<file path="src/rtl/sweep_pkg.sv">
// Shared types and defaults for the frequency-sweep step controller.
package sweep_pkg;

    localparam int WIDTH_DEF   = 16;
    localparam int DWELL_W_DEF = 16;

    typedef enum logic {
        IDLE = 1'b0,
        RUN  = 1'b1
    } state_e;

endpackage

</file>
<file path="src/rtl/sweep_step_ctrl_if.sv">
// Command/config and step-output bundle between sweep master and controller.
interface sweep_step_ctrl_if #(
    parameter int WIDTH   = 16,
    parameter int DWELL_W = 16
);
    logic               start;
    logic               abort;
    logic               repeat_en;
    logic [WIDTH-1:0]   f_start;
    logic [WIDTH-1:0]   f_stop;
    logic [WIDTH-1:0]   f_inc;
    logic [DWELL_W-1:0] dwell;
    logic [WIDTH-1:0]   step;
    logic               busy;
    logic               done;
    logic               wrap;

    modport master (
        output start, abort, repeat_en,
        output f_start, f_stop, f_inc, dwell,
        input  step, busy, done, wrap
    );

    modport slave (
        input  start, abort, repeat_en,
        input  f_start, f_stop, f_inc, dwell,
        output step, busy, done, wrap
    );
endinterface

</file>
<file path="src/rtl/sweep_dwell_timer.sv">
// Loadable down-counter; tick marks the last cycle of a dwell period.
module sweep_dwell_timer #(
    parameter int DWELL_W = 16
) (
    input  logic               clk,
    input  logic               reset,
    input  logic               load,
    input  logic [DWELL_W-1:0] load_val,
    input  logic               en,
    output logic               tick
);

    logic [DWELL_W-1:0] cnt_q;

    assign tick = en && (cnt_q == '0);

    always_ff @(posedge clk or posedge reset) begin
        if (reset) begin
            cnt_q <= '0;
        end else if (load) begin
            cnt_q <= load_val;
        end else if (en && (cnt_q != '0)) begin
            cnt_q <= cnt_q - 1'b1;
        end
    end

endmodule

</file>
<file path="src/rtl/sweep_step_ctrl.sv">
// Sweep FSM: latches a config, then steps f_start..f_stop with clamping,
// holding each value dwell+1 cycles; one-shot or repeating, abortable.
module sweep_step_ctrl
    import sweep_pkg::*;
#(
    parameter int WIDTH   = WIDTH_DEF,
    parameter int DWELL_W = DWELL_W_DEF
) (
    input  logic clk,
    input  logic reset,
    sweep_step_ctrl_if.slave bus
);

    state_e             state_q, state_d;
    logic [WIDTH-1:0]   step_q, step_d;
    logic               busy_q, done_q, done_d, wrap_q, wrap_d;

    logic [WIDTH-1:0]   fstart_q, fstop_q, finc_q;
    logic [DWELL_W-1:0] dwell_q;
    logic               rep_q, up_q;
    logic               cfg_ld;

    logic               tmr_load, tmr_en, tick;
    logic [DWELL_W-1:0] tmr_val;

    logic [WIDTH:0]     sum_w, diff_w;
    logic [WIDTH-1:0]   up_next, dn_next;

    sweep_dwell_timer #(.DWELL_W(DWELL_W)) u_timer (
        .clk      (clk),
        .reset    (reset),
        .load     (tmr_load),
        .load_val (tmr_val),
        .en       (tmr_en),
        .tick     (tick)
    );

    assign tmr_en  = (state_q == RUN);
    assign tmr_val = (state_q == IDLE) ? bus.dwell : dwell_q;

    // Extra MSB catches carry/borrow so the step never wraps past f_stop.
    // A zero increment would stall forever, so it jumps straight to f_stop.
    always_comb begin
        sum_w   = {1'b0, step_q} + {1'b0, finc_q};
        diff_w  = {1'b0, step_q} - {1'b0, finc_q};
        up_next = (sum_w[WIDTH] || (sum_w[WIDTH-1:0] > fstop_q)
                   || (finc_q == '0)) ? fstop_q : sum_w[WIDTH-1:0];
        dn_next = (diff_w[WIDTH] || (diff_w[WIDTH-1:0] < fstop_q)
                   || (finc_q == '0)) ? fstop_q : diff_w[WIDTH-1:0];
    end

    always_comb begin
        state_d  = state_q;
        step_d   = step_q;
        done_d   = 1'b0;
        wrap_d   = 1'b0;
        cfg_ld   = 1'b0;
        tmr_load = 1'b0;
        if (bus.abort) begin
            state_d = IDLE;
            step_d  = '0;
        end else begin
            unique case (state_q)
                IDLE: begin
                    if (bus.start) begin
                        cfg_ld   = 1'b1;
                        tmr_load = 1'b1;
                        step_d   = bus.f_start;
                        state_d  = RUN;
                    end
                end
                RUN: begin
                    if (tick) begin
                        tmr_load = 1'b1;
                        if (step_q == fstop_q) begin
                            if (rep_q) begin
                                step_d = fstart_q;
                                wrap_d = 1'b1;
                            end else begin
                                state_d = IDLE;
                                done_d  = 1'b1;
                            end
                        end else begin
                            step_d = up_q ? up_next : dn_next;
                        end
                    end
                end
            endcase
        end
    end

    always_ff @(posedge clk or posedge reset) begin
        if (reset) begin
            state_q <= IDLE;
            step_q  <= '0;
            busy_q  <= 1'b0;
            done_q  <= 1'b0;
            wrap_q  <= 1'b0;
        end else begin
            state_q <= state_d;
            step_q  <= step_d;
            busy_q  <= (state_d == RUN);
            done_q  <= done_d;
            wrap_q  <= wrap_d;
        end
    end

    always_ff @(posedge clk or posedge reset) begin
        if (reset) begin
            fstart_q <= '0;
            fstop_q  <= '0;
            finc_q   <= '0;
            dwell_q  <= '0;
            rep_q    <= 1'b0;
            up_q     <= 1'b0;
        end else if (cfg_ld) begin
            fstart_q <= bus.f_start;
            fstop_q  <= bus.f_stop;
            finc_q   <= bus.f_inc;
            dwell_q  <= bus.dwell;
            rep_q    <= bus.repeat_en;
            up_q     <= (bus.f_stop >= bus.f_start);
        end
    end

    assign bus.step = step_q;
    assign bus.busy = busy_q;
    assign bus.done = done_q;
    assign bus.wrap = wrap_q;

endmodule
</file>
<file path="src/flat_wrapper.sv">
// flat-port wrapper written by rule: the top's interface ports become plain ports
module sweep_step_ctrl_flat import sweep_pkg::*;
#(
    parameter int WIDTH   = WIDTH_DEF,
    parameter int DWELL_W = DWELL_W_DEF
)
  (clk, reset, bus_start, bus_abort, bus_repeat_en, bus_f_start, bus_f_stop, bus_f_inc, bus_dwell, bus_step, bus_busy, bus_done, bus_wrap);
  sweep_step_ctrl_if #(.WIDTH(WIDTH), .DWELL_W(DWELL_W)) bus_i ();
  input  logic clk;
  input  logic reset;
  input wire logic [$bits(bus_i.start)-1:0] bus_start;
  input wire logic [$bits(bus_i.abort)-1:0] bus_abort;
  input wire logic [$bits(bus_i.repeat_en)-1:0] bus_repeat_en;
  input wire logic [$bits(bus_i.f_start)-1:0] bus_f_start;
  input wire logic [$bits(bus_i.f_stop)-1:0] bus_f_stop;
  input wire logic [$bits(bus_i.f_inc)-1:0] bus_f_inc;
  input wire logic [$bits(bus_i.dwell)-1:0] bus_dwell;
  output wire logic [$bits(bus_i.step)-1:0] bus_step;
  output wire logic [$bits(bus_i.busy)-1:0] bus_busy;
  output wire logic [$bits(bus_i.done)-1:0] bus_done;
  output wire logic [$bits(bus_i.wrap)-1:0] bus_wrap;
  assign bus_i.start = bus_start;
  assign bus_i.abort = bus_abort;
  assign bus_i.repeat_en = bus_repeat_en;
  assign bus_i.f_start = bus_f_start;
  assign bus_i.f_stop = bus_f_stop;
  assign bus_i.f_inc = bus_f_inc;
  assign bus_i.dwell = bus_dwell;
  assign bus_step = bus_i.step;
  assign bus_busy = bus_i.busy;
  assign bus_done = bus_i.done;
  assign bus_wrap = bus_i.wrap;
  sweep_step_ctrl #(.WIDTH(WIDTH), .DWELL_W(DWELL_W)) u_core (.clk(clk), .reset(reset), .bus(bus_i));
endmodule
</file>
<file path="config.mk">
export PLATFORM = sky130hd
export DESIGN_NAME = sweep_step_ctrl_flat
export DESIGN_NICKNAME = d
export VERILOG_FILES = /design/src/rtl/sweep_pkg.sv /design/src/rtl/sweep_step_ctrl_if.sv /design/src/rtl/sweep_dwell_timer.sv /design/src/rtl/sweep_step_ctrl.sv /design/src/flat_wrapper.sv
export SDC_FILE = /design/constraint.sdc
export NUM_CORES = 1
export LEC_CHECK = 0
export ABC_AREA = 1
export CAP_MARGIN = 15
export CORE_MARGIN = 1.5
export CORE_UTILIZATION = 64
export DETAILED_ROUTE_END_ITERATION = 8
export PLACE_DENSITY = 0.85
export SYNTH_ARGS = -nofsm -noshare
export SYNTH_HDL_FRONTEND = slang
export SYNTH_SLANG_ARGS = --single-unit
</file>
<file path="constraint.sdc">
create_clock -name clk -period 8.9 [get_ports clk]
set_input_delay 1.335 -clock clk [delete_from_list [all_inputs] [get_ports clk]]
set_output_delay 1.335 -clock clk [all_outputs]
set_load 0.03 [all_outputs]
</file>
==> impl_metrics.json <==
{
  "die_height_um": 123,
  "ys_ff_latch": 101,
  "n_antenna_cell": 0,
  "fmax_mhz": 250,
  "min_period_ps": 4000,
  "met1_usage": 0.484,
  "cts_root_buffer": "clkbuf_16",
  "grt_pass1_wl_um": 40200,
  "vias": 9224,
  "cts_buffer_depth": 2,
  "final_nets": 1562,
  "cp_top_family": "simple AND/OR/NAND/NOR gates",
  "critPathMaxFanout": 17,
  "syn_inst": 1365,
  "final_common_cell": "nand2_1",
  "cts_buffers": 9,
  "syn_area_um2": 9250,
  "ios": 88,
  "yosysSeqAreaShare": 0.273,
  "detail_route.vias_per_cell": 5.78,
  "power_leakage_nw": 5.37,
  "cts.reportedPaths.clkPinSlew_ps": 70,
  "wire_per_inst_um": 15.5,
  "slowest_delay_ps": 570,
  "synth.net_count": 1516,
  "crit_top_cell": "nand2_1",
  "max_slew_margin": 0.264,
  "grt_start_max_net_pins": 84,
  "place.gp.congestion": 0.986,
  "critical_path_required_ps": 9150,
  "grt_setup_unrepaired": "no",
  "start_kind": "flip-flop",
  "totalWireLength_um": 24800,
  "ant_nets": 0,
  "worst_pin_slew_ps": 1100,
  "synthFlopType": "dfrtp_1",
  "path_cells": "ha_1 -> nand2_1 -> nor2_1 -> and2_1 -> nand2_1 -> nand3_1 -> nand2_1 -> ha_1 -> nand4_1 -> nor3_1 -> nand2_1 -> nand2_1 -> nand3_4 -> nand2_1 -> nand3_1 -> nand3_1 -> nand2_1 -> nand2_1 -> nand2_1",
  "core_um2": 14000,
  "crit_path_end_kind": "flip-flop",
  "cts_tree": "yes",
  "dieArea_um2": 15200,
  "synthDistinctLibCells": 50,
  "status": "completed",
  "rows": 43,
  "grt_usage": 0.338,
  "grt-busiest-layer": "met2",
  "die_w_um": 123,
  "period_share": 0.450,
  "tns_ps": 0,
  "overflow": 0,
  "finalHoldViolCount": 0,
  "cap_violations": 0,
  "hold_path_class": "flip-flop to flip-flop",
  "powerDensity_nw_per_um2": 220,
  "crit_slowest_cell": "ha_1",
  "critPathKind": "flip-flop to flip-flop",
  "arrival_ps": 4250,
  "fin_worst_skew_ps": 5.47,
  "antenna_found_initial": 0,
  "syn_area_per_cell_um2": 6.78,
  "hpwlAfterDp_um": 19000,
  "grt_use_met2": 0.524,
  "drc_errors": 0,
  "drt-initial-drc-count": 935,
  "drive_gt1_frac": 0.0686,
  "crit_buf_inv": 0,
  "drtPass1Iterations": 7,
  "finish.utilization": 0.739,
  "setup_violations": 0,
  "grt_pass1_vias": 8293,
  "clock_latency_ps": 360,
  "synth_edf_count": 0,
  "ys.warnings.count": 0,
  "postCtsSetupBuffers": 0,
  "async_reset_ff_frac": 1.00,
  "numPortBuffers": 87,
  "area.growth.synth_to_final_pct": 11.8,
  "cts_sinks": 101,
  "irDropWorstVdd_mv": 0.162,
  "slew_violations": 0,
  "hold_buffers": 0,
  "start_util": 0.661,
  "most-common-layout-cells": "nand2_1 (455), inv_1 (170), dfrtp_1 (101), nand3_1 (99), o21ai_0 (94)",
  "grt.met3_usage": 0.0581,
  "cts-htree-levels": 3,
  "cts_resized": 0
}
[sequential cells by signal, summed over array words and instances (netlist names)]
register / flops
u_core.u_timer.cnt_q: 16
u_core.bus.done: 1
u_core.rep_q: 1
u_core.fstart_q: 16
u_core.bus.wrap: 1
u_core.finc_q: 16
u_core.fstop_q: 16
u_core.state_q: 1
u_core.dwell_q: 16
u_core.up_q: 1
u_core.bus.step: 16
[metal layers]
layer | vias to the layer above | share of wire
met2 | 416 | 0.45
met4 | 0 | 0.024
met5 | - | 0
li1 | 4487 | -
met1 | 4267 | 0.45
met3 | 54 | 0.082
[layout make-up]
cell class | count | area (µm²)
clock inverter | 6 | 82.6
clock buffer | 9 | 225
inverter | 192 | 733
fill | 1193 | 3650
timing repair buffer | 90 | 893
multi-input combinational | 1017 | 5650
tap | 180 | 225
sequential | 101 | 2530
[stage by stage]
| stage | hold slack (ps) | area [µm²] | cells | worst slack [ps] | power [mW] |
|---|---|---|---|---|---|
| 2_1_floorplan | 449 | 9250 | 1365 | 4920 | 1.54 |
| 3_3_place_gp | 462 | 10000 | 1580 | 5040 | 1.79 |
| 3_5_place_dp | 469 | 10000 | 1580 | 4930 | 1.82 |
| 4_1_cts | 489 | 10300 | 1595 | 5030 | 2.24 |
| 5_1_grt | 509 | 10300 | 1595 | 4650 | 2.45 |
| 6_report | 485 | 10300 | 1595 | 4900 | 2.27 |
[report_power, final]
part | internal [mW] | switching (mW) | leakage [nW] | total [mW]
sequential | 0.539 | 0.0949 | 1.25 | 0.634
clock | 0.223 | 0.193 | 0.147 | 0.416
combinational | 0.429 | 0.793 | 3.97 | 1.22
total | 1.19 | 1.08 | 5.37 | 2.27
[final timing paths]
check | endpoint | start | slack, ps | cells past startpoint
max | u_core.bus.step[12] | u_core.bus.step[11] | 4900 | 19
min | u_core.dwell_q[4] | u_core.dwell_q[4] | 490 | 2
max reg2reg | u_core.bus.step[12] | u_core.bus.step[11] | 4900 | 19
min reg2reg | u_core.dwell_q[4] | u_core.dwell_q[4] | 490 | 2
max in group asynchronous | u_core.dwell_q[5] | reset | 6280 | 3
min in group asynchronous | u_core.fstart_q[1] | reset | 1260 | 2
[cells by family after synthesis]
kind of cell / count (synthesis) / synth area share
AOI/OAI and AO/OA: 189 / 0.118
xor gates and xnor gates: 29 / 0.0275
adders and majority gates: 82 / 0.113
buffers and inverters: 247 / 0.117
DFF: 101 / 0.273
muxes: 2 / 0.00216
and+or+nand+nor: 715 / 0.349
[synth_stat cells, types with 2 or more instances]
master | n | area share
nand2_1 | 455 | 0.18
inv_1 | 172 | 0.070
dfrtp_1 | 101 | 0.27
nand3_1 | 100 | 0.054
o21ai_0 | 94 | 0.051
ha_1 | 80 | 0.11
nor2_1 | 56 | 0.023
nand4_1 | 49 | 0.033
a21oi_1 | 44 | 0.024
buf_2 | 21 | 0.011
a21oi_2 | 16 | 0.015
xor2_1 | 16 | 0.015
inv_2 | 14 | 0.0057
xnor2_1 | 13 | 0.012
buf_4 | 12 | 0.0097
clkbuf_1 | 12 | 0.0049
buf_6 | 10 | 0.012
nand2_2 | 10 | 0.0068
nor3_1 | 10 | 0.0054
nand2_4 | 7 | 0.0085
a31oi_1 | 6 | 0.0041
o21ai_1 | 6 | 0.0032
o22ai_1 | 6 | 0.0041
nor2_2 | 4 | 0.0027
nor2_4 | 4 | 0.0049
o211ai_1 | 4 | 0.0032
and2_1 | 3 | 0.0020
clkinv_1 | 3 | 0.0012
nand3_4 | 3 | 0.0057
nor2_8 | 3 | 0.0065
o21bai_1 | 3 | 0.0024
or2_1 | 3 | 0.0020
a211oi_1 | 2 | 0.0016
a21oi_4 | 2 | 0.0035
fa_1 | 2 | 0.0043
inv_4 | 2 | 0.0014
mux2i_1 | 2 | 0.0022
nand3_2 | 2 | 0.0022
nor4_4 | 2 | 0.0046
[worst register-to-register path: stages, from the launching register on]
cell and delay, ps:
dfrtp_1 510, ha_1 570, nand2_1 180, nor2_1 210
and2_1 150, nand2_1 90, nand3_1 80, nand2_1 110
ha_1 330, nand4_1 160, nor3_1 170, nand2_1 80
nand2_1 430, nand3_4 320, nand2_1 140, nand3_1 100
nand3_1 120, nand2_1 60, nand2_1 50, nand2_1 40
Power figures use the tool's default switching activity.
